File: src/rtl/mem_port_arbiter.sv
// mem_port_arbiter: shares the core's single memory bus port between
// instruction fetch (IF) and the MEM stage. One bus transaction in flight:
// IDLE (arbitrate + latch) -> ADDR (valid/ready handshake) -> RESP (wait for
// response) -> IDLE (owner's done pulse).
// Build option: define YSYX_22040931_ARB_RR_EN for round-robin arbitration;
// without it MEM has fixed priority over IF.

module mem_port_arbiter #(
    parameter int ADDR_W = 32,
    parameter int DATA_W = 64
) (
    input  logic                  clock,
    input  logic                  reset,
    // instruction fetch side
    input  logic                  if_req,
    input  logic [ADDR_W-1:0]     if_addr,
    input  logic                  if_flush,
    output logic                  if_done,
    output logic [DATA_W-1:0]     if_rdata,
    // MEM stage side
    input  logic                  mem_req,
    input  logic                  mem_wr,
    input  logic [ADDR_W-1:0]     mem_addr,
    input  logic [DATA_W-1:0]     mem_wdata,
    input  logic [DATA_W/8-1:0]   mem_wmask,
    output logic                  mem_done,
    output logic [DATA_W-1:0]     mem_rdata,
    // memory bus
    output logic                  bus_valid,
    input  logic                  bus_ready,
    output logic                  bus_wr,
    output logic [ADDR_W-1:0]     bus_addr,
    output logic [DATA_W-1:0]     bus_wdata,
    output logic [DATA_W/8-1:0]   bus_wmask,
    input  logic                  bus_rsp_valid,
    input  logic [DATA_W-1:0]     bus_rdata
);

    typedef enum logic [1:0] {
        S_IDLE,
        S_ADDR,
        S_RESP
    } state_t;

    state_t                state_q, state_d;
    logic                  owner_mem_q, owner_mem_d;   // 1 = MEM owns the bus, 0 = IF
    logic                  wr_q, wr_d;
    logic [ADDR_W-1:0]     addr_q, addr_d;
    logic [DATA_W-1:0]     wdata_q, wdata_d;
    logic [DATA_W/8-1:0]   wmask_q, wmask_d;
    logic                  drop_q, drop_d;             // in-flight fetch result is stale
    logic                  if_done_q, if_done_d;
    logic                  mem_done_q, mem_done_d;
    logic [DATA_W-1:0]     if_rdata_q, if_rdata_d;
    logic [DATA_W-1:0]     mem_rdata_q, mem_rdata_d;

    logic                  if_elig;
    logic                  mem_elig;
    logic                  grant_mem;

`ifdef YSYX_22040931_ARB_RR_EN
    logic                  rr_mem_q, rr_mem_d;         // 1 = MEM wins the next tie
`endif

    // Eligibility and winner selection; a requester still seeing its done
    // pulse holds a stale request and must not be granted again.
    always_comb begin
        mem_elig = mem_req & ~mem_done_q;
        if_elig  = if_req & ~if_flush & ~if_done_q;
`ifdef YSYX_22040931_ARB_RR_EN
        grant_mem = mem_elig & (~if_elig | rr_mem_q);
`else
        grant_mem = mem_elig;
`endif
    end

    // Next-state and datapath: latch in IDLE, handshake in ADDR, capture in RESP.
    always_comb begin
        // NOTE: every signal gets its hold value first so no path infers a latch.
        state_d     = state_q;
        owner_mem_d = owner_mem_q;
        wr_d        = wr_q;
        addr_d      = addr_q;
        wdata_d     = wdata_q;
        wmask_d     = wmask_q;
        drop_d      = drop_q;
        if_done_d   = 1'b0;
        mem_done_d  = 1'b0;
        if_rdata_d  = if_rdata_q;
        mem_rdata_d = mem_rdata_q;
`ifdef YSYX_22040931_ARB_RR_EN
        rr_mem_d    = rr_mem_q;
`endif

        case (state_q)
            S_IDLE: begin
                drop_d = 1'b0;
                if (mem_elig || if_elig) begin
                    state_d     = S_ADDR;
                    owner_mem_d = grant_mem;
`ifdef YSYX_22040931_ARB_RR_EN
                    rr_mem_d    = ~grant_mem;
`endif
                    if (grant_mem) begin
                        wr_d    = mem_wr;
                        addr_d  = mem_addr;
                        wdata_d = mem_wdata;
                        wmask_d = mem_wr ? mem_wmask : '0;
                    end else begin
                        wr_d    = 1'b0;
                        addr_d  = if_addr;
                        wdata_d = '0;
                        wmask_d = '0;
                    end
                end
            end
            S_ADDR: begin
                if (!owner_mem_q && if_flush) drop_d = 1'b1;
                if (bus_ready) state_d = S_RESP;
            end
            S_RESP: begin
                if (!owner_mem_q && if_flush) drop_d = 1'b1;
                if (bus_rsp_valid) begin
                    state_d = S_IDLE;
                    if (owner_mem_q) begin
                        mem_done_d = 1'b1;
                        if (!wr_q) mem_rdata_d = bus_rdata;
                    end else if (!(drop_q || if_flush)) begin
                        // A redirect in the capture cycle also discards the fetch.
                        if_done_d  = 1'b1;
                        if_rdata_d = bus_rdata;
                    end
                end
            end
            default: state_d = S_IDLE;
        endcase
    end

    // State and datapath registers with synchronous reset.
    always_ff @(posedge clock) begin
        if (reset) begin
            state_q     <= S_IDLE;
            owner_mem_q <= 1'b0;
            wr_q        <= 1'b0;
            addr_q      <= '0;
            wdata_q     <= '0;
            wmask_q     <= '0;
            drop_q      <= 1'b0;
            if_done_q   <= 1'b0;
            mem_done_q  <= 1'b0;
            if_rdata_q  <= '0;
            mem_rdata_q <= '0;
`ifdef YSYX_22040931_ARB_RR_EN
            rr_mem_q    <= 1'b1;
`endif
        end else begin
            // NOTE: non-blocking updates so every register samples pre-edge values.
            state_q     <= state_d;
            owner_mem_q <= owner_mem_d;
            wr_q        <= wr_d;
            addr_q      <= addr_d;
            wdata_q     <= wdata_d;
            wmask_q     <= wmask_d;
            drop_q      <= drop_d;
            if_done_q   <= if_done_d;
            mem_done_q  <= mem_done_d;
            if_rdata_q  <= if_rdata_d;
            mem_rdata_q <= mem_rdata_d;
`ifdef YSYX_22040931_ARB_RR_EN
            rr_mem_q    <= rr_mem_d;
`endif
        end
    end

    assign bus_valid = (state_q == S_ADDR);
    assign bus_wr    = wr_q;
    assign bus_addr  = addr_q;
    assign bus_wdata = wdata_q;
    assign bus_wmask = wmask_q;
    assign if_done   = if_done_q;
    assign if_rdata  = if_rdata_q;
    assign mem_done  = mem_done_q;
    assign mem_rdata = mem_rdata_q;

endmodule

File: config.mk
export PLATFORM = sky130hd
export DESIGN_NAME = mem_port_arbiter
export DESIGN_NICKNAME = d
export VERILOG_FILES = /design/src/rtl/mem_port_arbiter.sv
export SDC_FILE = /design/constraint.sdc
export NUM_CORES = 1
export LEC_CHECK = 0
export BUFFER_PORTS_ARGS = -buffer_cell sky130_fd_sc_hd__buf_2
export CAP_MARGIN = 5
export CORE_AREA = 5 5 172 174
export CTS_CLUSTER_DIAMETER = 150
export DETAILED_ROUTE_END_ITERATION = 10
export DIE_AREA = 0 0 177 179
export HOLD_SLACK_MARGIN = 0.08
export PLACE_DENSITY = 0.62
export SETUP_SLACK_MARGIN = 0.02
export SLEW_MARGIN = 15
export SYNTH_ARGS = -nofsm -noshare
export SYNTH_HDL_FRONTEND = slang
export SYNTH_SLANG_ARGS = --single-unit
File: constraint.sdc
create_clock -name clock -period 2.75 [get_ports clock]
set_input_delay 0.55 -clock clock [delete_from_list [all_inputs] [get_ports clock]]
set_output_delay 0.55 -clock clock [all_outputs]
set_load 0.02 [all_outputs]
Word level (Yosys, flattened, before mapping)
Index checks and enable logic that the tools add are counted.
Storage, ports and cells
  register bits after elaboration: 239
  input bits: 208
  word-level logic and storage cells: 55
Cells by class
  eq/ne operators: 6
  mux-type cells: 13
  bitwise operators: 11
  reduce and logical (&&, ||, !) cells: 14
Operators by type and width (number)
  2-to-1 mux 64 bit: 1
  2-to-1 mux 32 bit: 1
  2-to-1 mux 8 bit: 2
  inverter 1 bit: 8
  AND reduction 4 bit: 2
  2-to-1 mux 2 bit: 3
  case mux 2 bit (3 select lines): 1
  2-to-1 mux 1 bit: 4
  != test 2 x 1 -> 1 bit (second input constant): 2
  != test 2 bit (second input constant): 2
  AND reduction 2 bit: 2
  OR reduction 4 bit: 1
  AND 1 bit: 3
  AND reduction 3 bit: 1
  OR reduction 3 bit: 1
  equality test 2 x 1 -> 1 bit (second input constant): 1
  equality test 2 bit (second input constant): 1
  logical NOT 2 bit: 1
  logical OR 1 bit: 2
  case mux 1 bit (2 select lines): 1
  nonzero test 2 bit: 1
  OR reduction 2 bit: 1
  logical AND 1 bit: 1
  logical NOT 1 bit: 1

Depth between registers and ports, before layout
  word-level depth: 6
  depth in mapped cells: 8

Worst setup path before layout
OpenSTA, ideal clock, no wires.
  path kind: register to register
  from: register state_q[0]
  to: register if_rdata_q[10], in the netlist if_rdata[10]
  library setup time: 0.143 ns
  arrival: 1.492 ns
  data required time: 2.607 ns
  path slack: 1.115 ns
  stages on the path, launching flop included: 9
  buffers on the path: 2
  clock period less this slack: 1.635 ns
  cells stage by stage: dfxtp_1 inv_1 ha_1 nand2_1 or4_1 buf_6 buf_6 nand2_1 a21oi_2
On the way
  longest elaborated chain between the ends: 2
RTL lines
  start: declaration: RTL line 45  | state_t state_q, state_d;
  start signal: assignment: RTL line 158  | state_q <= state_d;
  equality test 2 bit: RTL line 95  | case (state_q)
  AND reduction 4 bit (no source line)
  end signal: assignment: RTL line 167  | if_rdata_q <= if_rdata_d;
  end: declaration: RTL line 54  | logic [DATA_W-1:0] if_rdata_q, if_rdata_d;
Every way passes these cells.
A chain may end at the register's enable or synchronous reset.

Worst setup path in the final report
  from: register state_q[0]
  to: register if_rdata_q[24], in the netlist if_rdata[24]
The elaborated chain is that of the path after synthesis.

==> flow_summary.toml <==
[status]
status = "finished, final reports clean"

[timing]
hold_slack_ps = 269.3
tightest_slew_ps = 742.3
period_share_pct = 75.19
setup_viol = 0
finClkSkew_ps = 7.545
slew_headroom_pct = 50.51
fin_tns_setup_ps = 0
rsz0062_at_grt = "no"
min_period_ps = 2068
drv_slew = 0
max_clock_freq_ghz = 0.4836
final_hold_viol_count = 0

[clock_tree]
clkTransAtPathRegs_ps = 60
ctsHoldBuffers = 0
insertion_delay_ps = 520
post_cts_buffers = 0
cts_made_buffers = 26
clockRootBuffer = "clkbuf_16"
cts_resized = 0
clock_sinks = 239
h-tree-depth = 1
cts_buffer_depth = 3
cts_tree = "yes"

[power_and_ir_drop]
power_frac_comb_pct = 17.4
powerDensity_nw_per_um2 = 722.5
switching_share_pct = 28.08
internal-power_mw = 6.426
p_seq_share_pct = 42.5
power_mw = 8.936
p_switching_mw = 2.509
leakage_nw = 5.474
peakVddDrop_mv = 0.3514
power_frac_clock_pct = 40.1

[worst_setup_path]
r2r_slack_ps = 680
cp-start-kind = "register"
arrival_ps = 2460
path_class = "register to register"
cp.required_ps = 3150
critical_path.max_fanout = 65
crit_path_end_kind = "register"

[run]
drv_cap = 0

[grt]
grt.total_usage_pct = 17.66
grt_overflow = 0
grt_antenna_before_repair = 1
grt_max_degree = 72
grt_pass1_wl_um = 45510
grt_pass1_vias = 8338

[routing]
routed_wl_um = 29950
via_per_inst = 4.657
drtPass1Iterations = 5
dr_total_vias = 8489
remaining_drc_errors = 0
drtIter0Drc = 518
avgRoutedWirePerCell_um = 16.43
ant_nets = 0

[logic_synthesis]
synth_seq_area_share_pct = 52.98
yosysUniqueCellTypes = 30
syn_nets = 1231
ys_warn_count = 0
ys_ff_latch = 239
synth_area_um2 = 9031
avgSynthCellArea_um2 = 8.863
syn_inst = 1019

[layout]
drive_above_1_share_pct = 41.69
final_nets = 1636
syn_to_final_growth_pct = 36.95

[worst_hold_path]
hp-class = "input pin to register"

[placement]
io_buffers = 443
place_congestion = 0.7938
hpwl_um = 21520

[floorplan]
die_area_um2 = 31680
die_height_um = 179
pin_count = 444
rows = 61
die_width_um = 177
start_util_pct = 32.69
core_um2 = 27630
routing by layer:
layer,vias up,GRT usage (%),part of all wire (%)
met3,58,6.010,9.7
met4,0,5.480,2.7
met1,3886,21.63,41
li1,4212,-,-
met5,-,0,0
met2,333,29.44,47
worst max-delay path, stage by stage, from the launching register on:
cell	delay, ps
dfxtp_1	330
inv_1	100
ha_1	210
nand2_1	110
or4_2	540
buf_4	340
nand2_1	200
a21oi_2	70
registers in the layout, indices dropped and copies added, names as in the netlist:
name / flops
if_rdata: 64
bus_addr: 32
mem_rdata: 64
state_q: 2
owner_mem_q: 1
bus_wmask: 8
drop_q: 1
bus_wdata: 64
mem_done: 1
if_done: 1
bus_wr: 1
final cells by class:
type / count / area, µm²
Antenna cell: 1 / 2.502
Fill cell: 2776 / 15260
Sequential cell: 239 / 4785
Timing Repair Buffer: 461 / 2462
Clock buffer: 40 / 794.5
Tap cell: 378 / 473.0
Multi-Input combinational cell: 691 / 3739
Inverter: 5 / 18.77
Clock inverter: 8 / 93.84
final timing paths:
path / from / end / depth (start not counted)
worst max-delay path: state_q[0] / if_rdata[24] / 7
worst min-delay path: mem_wmask[4] / bus_wmask[4] / 3
worst max register to register: state_q[0] / if_rdata[24] / 7
worst min register to register: mem_rdata[25] / mem_rdata[25] / 2
cells in the final DEF (no fill, tap or decap), types with 2 or more instances in the layout:
master and n:
dfxtp_1 239, bufinv_16 2, nand2b_1 3, clkinv_2 5
nand2_1 321, o21ai_0 2, ha_1 4, a311oi_1 2
buf_12 8, buf_4 10, a22oi_1 72, a21oi_1 72
nor2_1 110, buf_2 442, a21oi_2 60, clkbuf_1 6
clkbuf_16 27, nor2_4 2, a311oi_2 30, clkbuf_8 7
inv_1 5
kinds of logic (layout without fill, tap and decap cells):
logic type | Yosys count | count (layout) | share of synthesized area [%]
AO/OA/AOI/OAI | 241 | 241 | 21.29
adder cells (fa/ha/maj) | 4 | 4 | 0.5542
flip-flops | 239 | 239 | 52.98
other | 0 | 1 | 0
multiplexers | 1 | 1 | 0.1108
buffers and inverters | 89 | 514 | 5.944
AND/OR/NAND/NOR | 445 | 445 | 19.12
stage by stage:
step                std cells  setup WS, ps  util [%]  instance area (µm²)
finish                   1823         682.2     44.77                12370
global placement         1774         681.9     41.54                11480
CTS                      1822         658.8     44.76                12370
global route             1823         550.4     44.77                12370
floorplan                1019          1115         -                 9031
detailed placement       1774         665.1     41.54                11480
cells in the mapped netlist, drive strengths merged:
master	instances	area share, %
a22oi	72	6.0
nand3	1	0.055
o21ai	3	0.17
nand2b	3	0.21
o21a	1	0.083
inv	5	0.21
dfxtp	239	53
a311oi	32	5.2
or2	1	0.069
nand3b	1	0.083
buf	47	4.2
nor2	112	4.7
mux2i	1	0.11
nor3b	2	0.22
nor4	1	0.24
and3	1	0.069
nand2	321	13
a21oi	132	9.8
or4	1	0.083
clkbuf	37	1.5
nor2b	1	0.069
ha	4	0.55
o22ai	1	0.069
power by group through the flow:
| stage | logic, mW | registers, mW | clock network (mW) |
|---|---|---|---|
| global placement | 1.56 | 3.87 | 0 |
| CTS | 1.58 | 3.80 | 3.70 |
| floorplan | 0.753 | 4.12 | 0 |
| detailed placement | 1.57 | 3.87 | 0 |
| global route | 1.70 | 3.82 | 3.84 |
| finish | 1.55 | 3.80 | 3.58 |
No activity file was read; power rests on OpenSTA's default activity.
